`src/rtl/univ_shift_engine.sv`:
```
// Universal N-bit shift register with STEP-bit granule, command handshake and burst mode.
// Define USR_ROTATE_EN to build the rotate opcodes (100/101); otherwise they behave as nop.
module univ_shift_engine #(
   parameter int N    = 8,
   parameter int STEP = 1
) (
   input  logic            clk,
   input  logic            reset,
   input  logic            cmd_valid,
   output logic            cmd_ready,
   input  logic [2:0]      ctrl,
   input  logic [N-1:0]    d,
   input  logic [STEP-1:0] si,
   output logic [N-1:0]    q,
   output logic [STEP-1:0] so,
   output logic            busy,
   output logic            done
);

   localparam int WORDS = N / STEP;
   localparam int CW    = $clog2(WORDS) + 1;

   typedef enum logic {IDLE, BURST} state_t;

   state_t         state;
   logic [N-1:0]   r_reg;
   logic [CW-1:0]  cnt;
   logic [N-1:0]   shl_val;
   logic [N-1:0]   op_next;

   assign shl_val   = {r_reg[N-STEP-1:0], si};
   assign q         = r_reg;
   assign so        = r_reg[N-1 -: STEP];
   assign busy      = (state == BURST);
   assign cmd_ready = (state == IDLE);

   // Result of a single-cycle opcode; unused/unbuilt opcodes hold the register.
   always_comb begin
      op_next = r_reg;
      case (ctrl)
         3'b001:  op_next = shl_val;
         3'b010:  op_next = {si, r_reg[N-1:STEP]};
         3'b011:  op_next = d;
`ifdef USR_ROTATE_EN
         3'b100:  op_next = {r_reg[N-STEP-1:0], r_reg[N-1 -: STEP]};
         3'b101:  op_next = {r_reg[STEP-1:0], r_reg[N-1:STEP]};
`endif
         3'b110:  op_next = {{STEP{r_reg[N-1]}}, r_reg[N-1:STEP]};
         default: op_next = r_reg;
      endcase
   end

   // Burst loads on accept, then shifts once per edge until the count runs out.
   always_ff @(posedge clk) begin
      if (reset) begin
         r_reg <= '0;
         state <= IDLE;
         cnt   <= '0;
         done  <= 1'b0;
      end else begin
         done <= 1'b0;
         case (state)
            IDLE: begin
               if (cmd_valid) begin
                  if (ctrl == 3'b111) begin
                     r_reg <= d;
                     cnt   <= CW'(WORDS);
                     state <= BURST;
                  end else begin
                     r_reg <= op_next;
                  end
               end
            end
            BURST: begin
               r_reg <= shl_val;
               cnt   <= cnt - CW'(1);
               if (cnt == CW'(1)) begin
                  state <= IDLE;
                  done  <= 1'b1;
               end
            end
            default: state <= IDLE;
         endcase
      end
   end

endmodule

```
`config.mk`:
```
export PLATFORM = sky130hd
export DESIGN_NAME = univ_shift_engine
export DESIGN_NICKNAME = d
export VERILOG_FILES = /design/src/rtl/univ_shift_engine.sv
export SDC_FILE = /design/constraint.sdc
export NUM_CORES = 1
export LEC_CHECK = 0
export ABC_AREA = 1
export ABC_CLOCK_PERIOD_IN_PS = 2700
export BUFFER_PORTS_ARGS = -buffer_cell sky130_fd_sc_hd__buf_4
export CELL_PAD_IN_SITES_DETAIL_PLACEMENT = 0
export CELL_PAD_IN_SITES_GLOBAL_PLACEMENT = 1
export CORE_MARGIN = 4
export CORE_UTILIZATION = 35
export DETAILED_ROUTE_END_ITERATION = 8
export PLACE_DENSITY = 0.91
export SETUP_SLACK_MARGIN = 0.4
export SYNTH_ARGS = -nofsm -noshare
export SYNTH_HDL_FRONTEND = slang
export SYNTH_SLANG_ARGS = --single-unit
```
`constraint.sdc`:
```
create_clock -name clk -period 2.7 [get_ports clk]
set_input_delay 0 -clock clk [delete_from_list [all_inputs] [get_ports clk]]
set_output_delay 0 -clock clk [all_outputs]
set_load 0.03 [all_outputs]
```
Yosys cells after proc, flatten, opt, wreduce, memory -nomap -nowiden
Index checks and enable logic that the tools add are counted.
- register bits after elaboration: 14
- bits of input ports: 15
- output and inout bits: 12
- logic and storage cells: 34
- add/sub/neg operators: 1
- equality and inequality tests: 11
- muxes and demuxes: 12
- bitwise logic cells: 1
- reductions and logical operators: 4
- operators with widths (cell ; number):
    8-bit case mux with 4 select lines ; 1
    8-bit two-way mux ; 2
    8-bit case mux with 2 select lines ; 1
    4-bit two-way mux ; 2
    4-bit case mux with 2 select lines ; 1
    3-bit by 2-bit equality test with 1-bit output, second input constant ; 2
    3-bit equality test, second input constant ; 2
    6-bit by 1-bit != test with 1-bit output, second input constant ; 1
    5-bit by 1-bit != test with 1-bit output, second input constant ; 1
    4-bit by 1-bit equality test with 1-bit output, second input constant ; 1
    1-bit two-way mux ; 4
    2-bit AND reduction ; 2
    4-bit by 1-bit subtractor with 4-bit output, second input constant ; 1
    3-bit by 1-bit equality test with 1-bit output, second input constant ; 1
    3-bit != test, second input constant ; 1
    3-bit AND reduction ; 1
    2-bit by 1-bit != test with 1-bit output, second input constant ; 1
    2-bit != test, second input constant ; 1
    1-bit case mux with 2 select lines ; 1
    2-bit OR reduction ; 1
    1-bit NOT ; 1

Longest topological paths before layout
- depth after elaboration: 5
- gate-level depth with buffers: 8
- gate-level depth less buffers: 8

Worst setup path before layout
OpenSTA, ideal clock, no wires.
- kind: reg-to-reg
- start: register state, in the netlist busy
- end: register r_reg[1], in the netlist q[1]
- arrival: 1.280 ns
- data required time: 2.587 ns
- slack: 1.307 ns
- cell stages (with the launch flop): 7
- path buffers: 1
- clock period less this slack: 1.393 ns
- cells stage by stage: dfxtp_1 inv_1 buf_2 nand2_1 o21ai_0 nor2_1 nor2_1
- longest elaborated chain between the ends: 3
- ends and longest elaborated chain (item ; RTL line ; text):
    from (decl) ; 25 ; state_t state;
    from (signal assigned) ; 57 ; state <= IDLE;
    from (signal assigned) ; 68 ; state <= BURST;
    from (signal assigned) ; 78 ; state <= IDLE;
    1-bit NOT (no line) (*) ; -- ;
    via cmd_ready ; 10 ; output logic cmd_ready,
    6-bit by 1-bit != test with 1-bit output (no line) / 2-bit != test (equally long branches) ; -- ;
    2-bit AND reduction (no line) ; -- ;
    to (signal assigned) ; 70 ; r_reg <= op_next;
    to (signal assigned) ; 75 ; r_reg <= shl_val;
    to (decl) ; 26 ; logic [N-1:0] r_reg;
The timed path passes the listed nets; every way through them passes the cells marked *.
A chain may end at the register's enable or synchronous reset.

Worst setup path in the final report
- start: register state, in the netlist busy
- end: register r_reg[3], in the netlist q[3]
- longest elaborated chain between the ends: 3
- ends and longest elaborated chain (item):
    1-bit NOT (no line)
    6-bit by 1-bit != test with 1-bit output (no line) / 2-bit != test (equally long branches)
    2-bit AND reduction (no line)
Several ways; a longest one is shown, not always the timed one.

==> metrics.md <==
| Metric | Value |
|---|---|
| Via count | `909` |
| DP HPWL | `1570 um` |
| Post-CTS setup buffers | `0` |
| Gate Count Post-Synth | `approximately 140` |
| Routed wire length | `2050 um` |
| Number of antenna violations at the first check in global routing | `0` |
| Compound-cell area share of the yosys netlist | `15.1%` |
| CP Data Arrival Time | `approximately 1.9 ns` |
| Syn_area_per_cell | `~6 um2` |
| DIE WIDTH | `57.8 um` |
| Final worst slack | `between 1 and 1.5 ns` |
| CP max stage delay | `0.43 ns` |
| Latest clock arrival within the worst-skew pair | `0.28 ns` |
| Most used cell, CP | `nand2_1` |
| CP required | `2.89 ns` |
| Routed Antenna Nets | `0` |
| Die area | `around 0.0033 mm2` |
| Number of diodes | `0` |
| Largest family of logic cells by synthesized area | `simple AND/OR/NAND/NOR gates` |
| Worst R2R End | `q[3]$_SDFFE_PP0P_` |
| Synth Cell Area | `between 800 and 900 um2` |
| Setup crit start kind | `flop` |
| Synthesized flop and latch total | `14` |
| GRT Overall Usage | `13.0%` |
| Worst r2r src | `busy$_SDFF_PP0_` |
| Maximum fanout along the worst path | `16` |
| Worst slew pin tran | `~0.49 ns` |
| Hold Path Depth | `5` |
| Max-slew violation count | `0` |
| DRT Pass-1 Iters | `4` |
| Synth Area in Adders | `between 2 and 3%` |
| Sequential area share after synthesis | `32.2%` |
| Core area | `about 0.0023 mm2` |
| Syn Nets | `between 150 and 200` |
| Reg2Reg Setup Slack | `1.03 ns` |
| Final hold vios | `0` |
| Min-Delay Endpoint | `q[0]$_SDFFE_PP0P_` |
| Max Buffers Root-to-Sink | `2` |
| # hold bufs at CTS | `1` |
| Dpl cell area | `0.00106 mm2` |
| Clock-pin slew on the worst setup and hold paths | `0.09 ns` |
| Setup TNS | `0 ns` |
| Slowest-stage cell, CP | `o21ai_2` |
| Starting density of the core | `a little under two fifths` |
| Port buffer count | `26` |
| Die height | `~58 um` |
| Root Driver | `clkbuf_4` |
| Design Area, Final | `approximately 0.0011 mm2` |
| Vias per std cell | `4.66` |
| Status | `finished clean` |
| Max IR drop VDD | `0.000279 V` |
| Fin util | `48.1%` |
| Yosys warning total | `0` |
| Clock Sinks | `14` |
| WL/cell | `10.5 um` |
| Post-CTS sizing | `0` |
| Global route total overflow | `0` |
| Post-synthesis mux area share | `0%` |
| Xor-xnor portion of the synthesized cell area | `0%` |
| First-pass GRT wire length | `approximately 3500 um` |
| Vias in the first global route | `809` |
| Crit-path cells | `inv_1 -> nand3_2 -> o21ai_2 -> nand2_1 -> nand2_1 -> nor2_1` |
| GPL Wtd Cong | `around 0.85` |
| Crit. End Element | `flop` |
| Share of cells above drive strength 1 | `20.4%` |
| Largest net degree at the start of global routing | `17` |
| PwrDens | `478 mW/mm2` |
| Area Growth Syn to Fin | `27.2%` |
| RSZ-0062 raised after global routing | `false` |
| Rel. slew slack | `67.1%` |
| Distinct cells, synth | `19` |
| DRC errors left | `0` |
| Num rows | `17` |
| MaxCap Viol Count | `0` |
| Layout Skew | `0.00649 ns` |
| Fin Hold WS | `0.103 ns` |
| CTS Buf Count | `3` |
| TritonCTS clock tree | `yes` |
| Crit path time final | `approximately 1.7 ns` |
| I/O Pins | `27` |
| Final Cycle Share | `62.0%` |
| NumNets Final | `185` |
| Reg2Reg Depth | `6` |
| DRT iter0 DRCs | `37` |
| Setup violators final | `0` |
| Pre-CTS setup slack | `1.08 ns` |
| Post-synthesis simple-gate area fraction | `35.3%` |
| Crit path kind | `reg -> reg` |
| F_max | `0.598 GHz` |
| HP Start | `si` |
| Htree depth | `1` |
| Leak | `0.000559 uW` |
| Worst Hold Class | `in -> reg` |
## power by group
group          leakage, uW  switching (uW)  internal, uW
registers         0.000115            7.76           220
logic             0.000424            90.8          55.8
clock network    0.0000210            71.8          82.0
## sequential cells by signal, summed over array words and instances (netlist names)
register	count
done	1
busy	1
cnt	4
q	8
## area by class of cell
| class | instances | area [um2] |
|---|---|---|
| clock buffers | 4 | 36.3 |
| fillers | 233 | 1190 |
| inverters | 23 | 86.3 |
| multi-input cells | 99 | 463 |
| flip-flops and latches | 14 | 280 |
| well taps | 28 | 35.0 |
| repair buffers | 27 | 205 |
## cells in the final DEF, fill, tap and decap left out
cell type and n:
a211oi_1 1, a21oi_1 2, buf_4 26, clkbuf_4 3
clkbuf_8 1, clkinv_1 1, dfxtp_1 14, dlygate4sd3_1 1
ha_1 2, inv_1 22, nand2_1 33, nand3_1 13
nand3_2 1, nand4_1 2, nor2_1 21, nor2_2 1
nor3_1 2, o21ai_0 18, o21ai_2 2, o22ai_1 1
## cell usage after synthesis
library cell  number  area [um2]
o22ai_1            1        6.26
buf_2              2        10.0
o21ai_2            2        17.5
buf_6              2        22.5
buf_4              1        7.51
a21oi_1            2        10.0
nand3_1           13        65.1
ha_1               2        25.0
nor2_2             1        6.26
nand3_2            1        10.0
nor2_1            21        78.8
a211oi_1           1        7.51
o21ai_0           18        90.1
nand4_1            2        12.5
nor3_1             2        10.0
dfxtp_1           14         280
nand2_1           33         124
inv_1             22        82.6
clkinv_1           1        3.75
## stage by stage
step	power (uW)	cells
global route	566	195
CTS	537	195
finish	529	195
global placement	379	190
detailed placement	379	190
floorplan	332	141
## worst max path at each step
stage	start	endpoint	cells after the start
finish	busy$_SDFF_PP0_	q[3]$_SDFFE_PP0P_	6
global route	busy$_SDFF_PP0_	q[4]$_SDFFE_PP0P_	6
CTS	busy$_SDFF_PP0_	q[5]$_SDFFE_PP0P_	6
detailed placement	busy$_SDFF_PP0_	q[5]$_SDFFE_PP0P_	6
global placement	busy$_SDFF_PP0_	q[0]$_SDFFE_PP0P_	6
floorplan	busy$_SDFF_PP0_	q[1]$_SDFFE_PP0P_	6
## per-layer routing
layer,share of wire [%],track usage [%],wire length (um)
met1,49,17.3,1010
met2,44,20.5,909
met3,5.2,2.67,106
met4,0.83,4.97,17
met5,0,0,0
## logic make-up after synthesis
family / count (synthesis)
compound gates: 24
flops: 14
fa+ha+maj: 2
simple gates: 73
buf+inv: 28
## worst max-delay path, delay by kind of cell, from the launching register on
family / cells / cell delay [ns]
and+or+nand+nor: 4 / 0.39
buffers and inverters: 1 / 0.37
DFF: 1 / 0.37
AOI/OAI and AO/OA: 1 / 0.43
Power figures use the tool's default switching activity.
